===== src/rtl/keypad_pkg.sv =====
// Shared keypad types, constants and key-map helpers.
// Latency: pure combinational helpers, no state.
// Backpressure: none; used by the decoder and by the column sequencer bench.
package keypad_pkg;

    typedef enum logic [1:0] {
        IDLE     = 2'd0,
        DEBOUNCE = 2'd1,
        PRESSED  = 2'd2,
        RELEASE  = 2'd3
    } kpd_state_t;

    localparam logic [3:0] KP_IDLE  = 4'b1111;
    localparam logic [3:0] KEY_STAR = 4'hE;
    localparam logic [3:0] KEY_HASH = 4'hF;

    // True when exactly one line of an active-low bus is pulled low.
    function automatic logic one_low(input logic [3:0] v);
        return ($countones(~v) == 1);
    endfunction

    // Position of the low line; bit 3 is line 0 (4'b0111 = line 0).
    function automatic logic [1:0] low_index(input logic [3:0] v);
        logic [1:0] idx;
        case (v)
            4'b0111: idx = 2'd0;
            4'b1011: idx = 2'd1;
            4'b1101: idx = 2'd2;
            default: idx = 2'd3;
        endcase
        return idx;
    endfunction

    // Physical key position to hex code.
    function automatic logic [3:0] key_lookup(input logic [1:0] row, input logic [1:0] col);
        logic [3:0] code;
        case ({row, col})
            4'b00_00: code = 4'h1;
            4'b00_01: code = 4'h2;
            4'b00_10: code = 4'h3;
            4'b00_11: code = 4'hA;
            4'b01_00: code = 4'h4;
            4'b01_01: code = 4'h5;
            4'b01_10: code = 4'h6;
            4'b01_11: code = 4'hB;
            4'b10_00: code = 4'h7;
            4'b10_01: code = 4'h8;
            4'b10_10: code = 4'h9;
            4'b10_11: code = 4'hC;
            4'b11_00: code = KEY_STAR;
            4'b11_01: code = 4'h0;
            4'b11_10: code = KEY_HASH;
            default:  code = 4'hD;
        endcase
        return code;
    endfunction

endpackage


===== src/rtl/kp_sync2.sv =====
// Two-flop synchronizer for an asynchronous bus, resets to all ones (idle).
// Latency: 2 clk cycles from d to q.
// Backpressure: none; samples every cycle.
module kp_sync2 #(
    parameter int W = 4
) (
    input  logic         clk,
    input  logic         reset_n,
    input  logic [W-1:0] d,
    output logic [W-1:0] q
);

    logic [W-1:0] meta;

    // Two back-to-back capture stages to settle metastability.
    always_ff @(posedge clk or negedge reset_n) begin
        if (!reset_n) begin
            meta <= '1;
            q    <= '1;
        end else begin
            meta <= d;
            q    <= meta;
        end
    end

endmodule


===== src/rtl/keypad_decoder.sv =====
// Debounces one keypad press into a hex code with a strobe and a held-down level.
// Latency: strobe DEBOUNCE_CYCLES+2 edges after the inputs settle; kphit drops 3 edges after release.
// Backpressure: none; a new press is ignored until the previous release is debounced.
module keypad_decoder
    import keypad_pkg::*;
#(
    parameter int DEBOUNCE_CYCLES = 16
) (
    input  logic       clk,
    input  logic       reset_n,
    input  logic [3:0] kpc,
    input  logic [3:0] kpr,
    output logic [3:0] key,
    output logic       key_strobe,
    output logic       kphit
);

    localparam int              CW   = $clog2(DEBOUNCE_CYCLES + 1);
    localparam logic [CW-1:0]   TERM = CW'(DEBOUNCE_CYCLES - 1);

    logic [3:0]    kpc_s;
    logic [3:0]    kpr_s;
    logic          sample_vld;
    logic [3:0]    sample_code;
    kpd_state_t    state;
    logic [CW-1:0] cnt;
    logic [3:0]    cand;

    // Both buses use identical synchronizers so each row sample stays paired with its column.
    kp_sync2 #(.W(4)) u_sync_kpc (.clk(clk), .reset_n(reset_n), .d(kpc), .q(kpc_s));
    kp_sync2 #(.W(4)) u_sync_kpr (.clk(clk), .reset_n(reset_n), .d(kpr), .q(kpr_s));

    assign sample_vld  = one_low(kpc_s) && one_low(kpr_s);
    assign sample_code = key_lookup(low_index(kpr_s), low_index(kpc_s));

    // Press/release debounce FSM with registered outputs.
    always_ff @(posedge clk or negedge reset_n) begin
        if (!reset_n) begin
            state      <= IDLE;
            cnt        <= '0;
            cand       <= '0;
            key        <= '0;
            key_strobe <= 1'b0;
            kphit      <= 1'b0;
        end else begin
            key_strobe <= 1'b0;
            case (state)
                IDLE: begin
                    if (sample_vld) begin
                        cand  <= sample_code;
                        cnt   <= CW'(1);
                        state <= DEBOUNCE;
                    end
                end
                DEBOUNCE: begin
                    if (sample_vld && (sample_code == cand)) begin
                        if (cnt == TERM) begin
                            key        <= cand;
                            key_strobe <= 1'b1;
                            kphit      <= 1'b1;
                            state      <= PRESSED;
                        end else begin
                            cnt <= cnt + 1'b1;
                        end
                    end else begin
                        state <= IDLE;
                    end
                end
                PRESSED: begin
                    // A second key while held is ignored; only all-rows-idle starts release.
                    if (kpr_s == KP_IDLE) begin
                        kphit <= 1'b0;
                        cnt   <= CW'(1);
                        state <= RELEASE;
                    end
                end
                RELEASE: begin
                    if (kpr_s != KP_IDLE) begin
                        cnt <= '0;
                    end else if (cnt == TERM) begin
                        cnt   <= '0;
                        state <= IDLE;
                    end else begin
                        cnt <= cnt + 1'b1;
                    end
                end
                default: state <= IDLE;
            endcase
        end
    end

endmodule

===== config.mk =====
export PLATFORM = sky130hd
export DESIGN_NAME = keypad_decoder
export DESIGN_NICKNAME = d
export VERILOG_FILES = /design/src/rtl/keypad_pkg.sv /design/src/rtl/kp_sync2.sv /design/src/rtl/keypad_decoder.sv
export SDC_FILE = /design/constraint.sdc
export NUM_CORES = 1
export LEC_CHECK = 0
export ABC_AREA = 1
export CAP_MARGIN = 30
export CELL_PAD_IN_SITES_DETAIL_PLACEMENT = 1
export CELL_PAD_IN_SITES_GLOBAL_PLACEMENT = 1
export CORE_ASPECT_RATIO = 1.25
export CORE_MARGIN = 10
export CORE_UTILIZATION = 47
export DETAILED_ROUTE_END_ITERATION = 6
export PLACE_DENSITY = 0.94
export SLEW_MARGIN = 20
export SYNTH_ARGS = -nofsm -noshare
export SYNTH_HDL_FRONTEND = slang
export SYNTH_SLANG_ARGS = --single-unit

===== constraint.sdc =====
create_clock -name clk -period 3.9 [get_ports clk]
set_input_delay 0.78 -clock clk [delete_from_list [all_inputs] [get_ports clk]]
set_output_delay 0.78 -clock clk [all_outputs]
set_load 0.02 [all_outputs]

==> impl_metrics.py, run 1 <==
metrics = {
    "status": {
        "status": "finished, final reports clean",
    },
    "layout": {
        "num-nets-final": 260,
        "final_util": 0.585,
        "fillCellCount": 457,
        "seqCellArea_um2": 846,
        "final_common_cell": "nand2_1",
        "diodes": 0,
        "final_area_mm2": 0.00225,
        "areaGrowthSynthToFinish_pct": 17.6,
        "final_cell_mix": "nand2_1 (45), inv_1 (30), nand3_1 (30), dfrtp_1 (17), dfstp_2 (16)",
        "drive_gt1_frac": 0.246,
        "multi_input_area_um2": 928,
    },
    "timing": {
        "finalCriticalPeriod_ns": 3.19,
        "finalSetupViolations": 0,
        "hold_viol": 0,
        "fmax_mhz": 314,
        "hold_slack_ns": 0.356,
        "finalMaxSlewViolations": 0,
        "worst_pin_slew_ns": 0.771,
        "slew_headroom": 0.482,
        "fin_crit_sh": 0.818,
        "finalClockSkew_ns": 0.00495,
        "rsz0062_at_grt": "false",
        "tns_ns": 0,
    },
    "setup_path": {
        "required_ns": 4.08,
        "crit_type": "reg2reg",
        "slowest_delay_ns": 0.56,
        "worstPathCellList": "fa_1 -> inv_1 -> ha_1 -> ha_1 -> nor4_1 -> inv_1 -> nand3_1 -> o21ai_0 -> a21oi_1 -> nand2_4 -> nand2_1 -> nand2_1",
        "critPathLaunchType": "flip-flop",
        "arrival_ns": 3.37,
        "crit_fanout": 6,
        "critPathSlowestCell": "dfstp_2",
        "endpoint_kind": "flip-flop",
    },
    "route": {
        "route.detailed.drc": 0,
        "routedWlPerCell_um": 15.7,
        "dr.pass1.iters": 4,
        "drt_iter0_drc": 62,
        "wl_um": 4540,
        "ant_nets": 0,
        "vias": 1487,
        "via_per_inst": 5.13,
    },
    "global_routing": {
        "track_usage": 0.141,
        "grt_pass1_vias": 1714,
        "grt_max_degree": 14,
        "grt_antenna_before_repair": 0,
        "grt_first_pass_wirelength_um": 8120,
        "grt_overflow": 0,
    },
    "cts": {
        "postCtsSetupRepairBufs": 0,
        "cts_tree": "built",
        "cts.path.max_buffers": 2,
        "cts-root-buf": "clkbuf_8",
        "htree_levels": 2,
        "cts_resized": 0,
        "holdBufCountCts": 0,
        "clk_pin_slew_ns": 0.07,
        "cts.sinks": 33,
        "cts_buffers": 5,
        "insertion_delay_ns": 0.28,
    },
    "worst_hold_path": {
        "hold_class": "reg2reg",
    },
    "power_and_ir_drop": {
        "vdd_drop_max_mv": 0.352,
        "powerDensity_mw_per_mm2": 449,
        "p_total_w": 0.00101,
        "p_leak_nw": 1.09,
    },
    "place": {
        "dp_hpwl_um": 3510,
        "place_congestion": 0.830,
        "placed_area_mm2": 0.00215,
        "port_buffers": 15,
    },
    "synthesis": {
        "synthesis.nets": 236,
        "yosysWarnings": 0,
        "synth_seq_cells": 33,
        "ys_seq_area_frac": 0.442,
        "syn_area_per_cell_um2": 9.07,
        "synth_cells": 211,
        "syn_area_mm2": 0.00191,
        "ys_types": 31,
    },
    "floorplan": {
        "initial_utilization": 0.498,
        "die_x_um": 77.1,
        "core_region_area_mm2": 0.00385,
        "io_pins": 16,
        "die_h_um": 91.4,
        "rows": 25,
        "die-area_mm2": 0.00704,
    },
    "job": {
        "cap_violations": 0,
    },
}
## report_power, final
group	internal (W)	switching [W]	total, W
clock network	0.000159	0.000120	0.000280
registers	0.000393	0.0000446	0.000438
logic	0.000101	0.000193	0.000294
## registers in the layout, summed over array words and instances (netlist names), named ones only
signal,cells
state,1
cnt,5
u_sync_kpr.q,4
u_sync_kpr.meta,4
u_sync_kpc.q,4
kphit,1
u_sync_kpc.meta,4
key,4
key_strobe,1
cand,4
## synth_stat cells, drive strengths merged
| cell | n | area (um2) |
|---|---|---|
| nand2 | 56 | 248 |
| nand3 | 34 | 198 |
| inv | 33 | 124 |
| dfrtp | 17 | 425 |
| dfstp | 16 | 420 |
| ha | 13 | 163 |
| o21ai | 13 | 80.1 |
| nor2 | 10 | 62.6 |
| a21oi | 6 | 56.3 |
| fa | 2 | 40.0 |
| xor2 | 2 | 17.5 |
| a21boi | 1 | 7.51 |
| a22oi | 1 | 21.3 |
| buf | 1 | 11.3 |
| clkinv | 1 | 5.00 |
| nand3b | 1 | 7.51 |
| nand4 | 1 | 6.26 |
| nor3 | 1 | 5.00 |
| nor4 | 1 | 6.26 |
| o211a | 1 | 10.0 |
## metrics by stage
stage | cells | setup WS (ns)
after CTS | 290 | 0.692
after global routing | 290 | 0.464
after floorplan | 211 | 1.28
after detailed placement | 282 | 0.834
after global placement | 281 | 1.01
final | 290 | 0.711
## worst max-delay path: cells and delay by family, from the launching register on
kind,cells,cell delay [ns]
adder cells (fa/ha/maj),3,0.84
flip-flops,1,0.56
AND/OR/NAND/NOR,5,0.84
AO/OA/AOI/OAI,2,0.64
buffers and inverters,2,0.21
## area by class of cell
cell class              count  share of cell area
inverters                  34              0.0572
flip-flops and latches     33               0.376
repair buffers             18              0.0800
well taps                  54              0.0300
clock buffers               7              0.0428
multi-input cells         143               0.412
clock inverters             1             0.00222
## kinds of logic after synthesis
| group | Yosys count | synth area share |
|---|---|---|
| AND/OR/NAND/NOR | 104 | 0.278 |
| flip-flops | 33 | 0.442 |
| buffers and inverters | 35 | 0.0732 |
| AO/OA/AOI/OAI | 22 | 0.0915 |
| XOR/XNOR | 2 | 0.00915 |
| adder cells (fa/ha/maj) | 15 | 0.106 |
## metal layers
layer  up-vias  global-route usage  part of all wire
met2        23               0.274              0.56
met5         -                   0                 0
li1        721                   -                 -
met1       729               0.139              0.38
met4         0              0.0595             0.029
met3        14              0.0325             0.030
## path summary, 6_finish.rpt
check	startpoint	end	slack, ns	cells past startpoint
worst min-delay path	u_sync_kpc.meta[3]	u_sync_kpc.q[3]	0.36	0
min in group asynchronous	reset_n	async pin	0.87	1
max in group asynchronous	reset_n	u_sync_kpc.q[1]	2.40	2
worst max register to register	u_sync_kpr.q[3]	cnt[1]	0.71	12
worst min register to register	u_sync_kpc.meta[3]	u_sync_kpc.q[3]	0.36	0
worst max-delay path	u_sync_kpr.q[3]	cnt[1]	0.71	12
Note: power is estimated with default switching activity, not from simulation.
==> run 2, diff against run 1 <==
--- a/config.mk
+++ b/config.mk
@@ -11,9 +11,9 @@
 export CELL_PAD_IN_SITES_GLOBAL_PLACEMENT = 1
 export CORE_ASPECT_RATIO = 1.25
 export CORE_MARGIN = 10
-export CORE_UTILIZATION = 47
+export CORE_UTILIZATION = 40
 export DETAILED_ROUTE_END_ITERATION = 6
-export PLACE_DENSITY = 0.94
+export PLACE_DENSITY = 0.86
 export SLEW_MARGIN = 20
 export SYNTH_ARGS = -nofsm -noshare
 export SYNTH_HDL_FRONTEND = slang
==> constraint.sdc (replaced) <==
create_clock -name clk -period 2.7 [get_ports clk]
set_input_delay 0.54 -clock clk [delete_from_list [all_inputs] [get_ports clk]]
set_output_delay 0.54 -clock clk [all_outputs]
set_load 0.02 [all_outputs]
==> impl_metrics.py, run 2 (synthesized netlist as in run 1, its figures left out) <==
metrics = {
    "layout": {
        "final_area_mm2": 0.00247,
        "fillCellCount": 545,
        "final_common_cell": "nand2_1",
        "final_util": 0.525,
        "final_cell_mix": "nand2_1 (39), nand3_1 (28), inv_1 (27), dfrtp_1 (17), dfstp_2 (16)",
        "largest_reg_flops": 5,
        "multi_input_area_mm2": 0.00107,
        "areaGrowthSynthToFinish_pct": 28.8,
        "seqCellArea_um2": 846,
        "largest_register": "cnt",
        "num-nets-final": 269,
        "drive_gt1_frac": 0.363,
        "diodes": 0,
    },
    "power_and_ir_drop": {
        "powerDensity_mw_per_mm2": 638,
        "sequentialPowerShare": 0.406,
        "power.share.clock": 0.268,
        "vdd_drop_max_mv": 0.404,
        "p_sw_w": 0.000584,
        "p_leak_nw": 1.14,
        "p_total_w": 0.00157,
        "p_int_w": 0.000989,
        "switching_share": 0.371,
        "combPwrFrac": 0.326,
    },
    "route": {
        "ant_nets": 0,
        "vias": 1566,
        "dr.pass1.iters": 4,
        "routedWlPerCell_um": 17.4,
        "route.detailed.drc": 0,
        "via_per_inst": 5.13,
        "wl_um": 5300,
        "drt_iter0_drc": 89,
    },
    "global_routing": {
        "grtUsageMet2": 0.247,
        "use_met3": 0.0306,
        "track_usage": 0.136,
        "grt_overflow": 0,
        "grt_first_pass_wirelength_um": 8440,
        "grt_max_degree": 34,
        "grt_use_met1": 0.139,
        "grt_antenna_before_repair": 0,
        "grt_busiest_layer": "met2",
        "grt_pass1_vias": 1752,
    },
    "setup_path": {
        "critPathSlowestCell": "dfstp_2",
        "arrival_ns": 2.89,
        "crit_family": "simple AND/OR/NAND/NOR gates",
        "crit_fanout": 6,
        "crit_buf_inv": 3,
        "required_ns": 2.89,
        "endpoint_kind": "flip-flop",
        "crit_type": "reg2reg",
        "critPathLaunchType": "flip-flop",
        "worstPathCellList": "fa_1 -> inv_2 -> ha_4 -> ha_4 -> inv_2 -> nand3b_1 -> nor4_4 -> nand2_1 -> inv_2 -> nand2_2 -> nor2_4 -> nand2_2 -> nand2_4 -> nand2_4 -> nand2_2 -> nand2_1",
        "slowest_delay_ns": 0.56,
    },
    "timing": {
        "finalClockSkew_ns": 0.00977,
        "slew_headroom": 0.718,
        "tns_ns": 0,
        "rsz0062_at_grt": "true",
        "worst_pin_slew_ns": 0.423,
        "hold_viol": 0,
        "finalCriticalPeriod_ns": 2.70,
        "fmax_mhz": 371,
        "finalSetupViolations": 0,
        "finalMaxSlewViolations": 0,
        "fin_crit_sh": 0.999,
        "worst_slack_ns": 0.00159,
    },
    "cts": {
        "cts_tree": "built",
        "cts-root-buf": "clkbuf_8",
        "clk_pin_slew_ns": 0.07,
        "cts.sinks": 33,
        "htree_levels": 2,
        "insertion_delay_ns": 0.30,
        "cts.path.max_buffers": 2,
        "cts_buffers": 5,
    },
    "place": {
        "place_congestion": 0.826,
        "placed_area_mm2": 0.00217,
        "port_buffers": 15,
        "place_ws_ns": -0.0987,
        "dp_hpwl_um": 3380,
    },
    "floorplan": {
        "core_region_area_mm2": 0.00469,
        "die-area_mm2": 0.00797,
        "initial_utilization": 0.408,
        "rows": 28,
        "die_h_um": 97.3,
        "io_pins": 16,
        "die_x_um": 81.9,
    },
    "status": {
        "status": "finished, final reports clean",
    },
    "worst_hold_path": {
        "hold_class": "reg2reg",
    },
    "job": {
        "cap_violations": 0,
    },
}
-- run 2: changes by cell type in the layout (fill, tap and decap cells not counted), sizes merged --
| cell | delta |
|---|---|
| buf | +9 |
-- run 2: worst register-to-register path: stages (launching register included) --
cell,delay (ns)
dfstp_2,0.56
fa_1,0.43
inv_2,0.08
ha_4,0.14
ha_4,0.19
inv_2,0.04
nand3b_1,0.12
nor4_4,0.21
nand2_1,0.14
inv_2,0.07
nand2_2,0.06
nor2_4,0.16
nand2_2,0.08
nand2_4,0.10
nand2_4,0.08
nand2_2,0.06
nand2_1,0.05
-- run 2: path summary, 6_finish.rpt --
path                               startpoint              end  slack (ns)  cells past startpoint
setup reg to reg              u_sync_kpc.q[1]           cnt[0]       0.002                     16
min in group asynchronous             reset_n         state[0]        0.64                      2
hold / removal             u_sync_kpr.meta[3]  u_sync_kpr.q[3]        0.35                      0
hold reg to reg            u_sync_kpr.meta[3]  u_sync_kpr.q[3]        0.35                      0
setup / recovery              u_sync_kpc.q[1]           cnt[0]       0.002                     16
max in group asynchronous             reset_n  u_sync_kpc.q[2]        1.72                      2
-- run 2: layout make-up --
| class | count | share of cell area |
|---|---|---|
| inverters | 34 | 0.0523 |
| clock buffers | 7 | 0.0391 |
| well taps | 60 | 0.0304 |
| flip-flops and latches | 33 | 0.343 |
| repair buffers | 27 | 0.100 |
| clock inverters | 1 | 0.00203 |
| multi-input cells | 143 | 0.433 |
-- run 2: power groups by stage --
stage	logic, W	clock network, W	registers (W)
after detailed placement	0.000415	0	0.000639
after floorplan	0.000301	0	0.000620
after CTS	0.000453	0.000437	0.000633
after global routing	0.000572	0.000447	0.000648
after global placement	0.000390	0	0.000633
final	0.000514	0.000421	0.000638
-- run 2: metal layers --
metal	up-vias	part of all wire	wire length, um
met5	-	0	0
met4	0	0.032	170
met2	34	0.55	2940
li1	741	-	-
met1	774	0.38	2040
met3	17	0.030	157
-- run 2: what timing repair did --
action | CTS | global route
endpoints found under the setup margin | 12 | 17
gates cloned | 0 | 0
buffers inserted | 5 | 2
hold buffers | 0 | 0
pin swaps | 4 | 12
resized for setup | 10 | 24
-- run 2: stage by stage --
stage | cells | hold slack [ns]
floorplan | 211 | 0.244
global placement | 290 | 0.345
detailed placement | 290 | 0.347
CTS | 303 | 0.355
global route | 305 | 0.360
finish | 305 | 0.352
==> run 3, diff against run 2 <==
--- a/config.mk
+++ b/config.mk
@@ -13,6 +13,7 @@
 export CORE_MARGIN = 10
 export CORE_UTILIZATION = 40
 export DETAILED_ROUTE_END_ITERATION = 6
+export HOLD_SLACK_MARGIN = 0.12
 export PLACE_DENSITY = 0.86
 export SLEW_MARGIN = 20
 export SYNTH_ARGS = -nofsm -noshare
==> results of run 3 <==
Same layout as run 2: the final DEF is identical, and so are final timing and power.
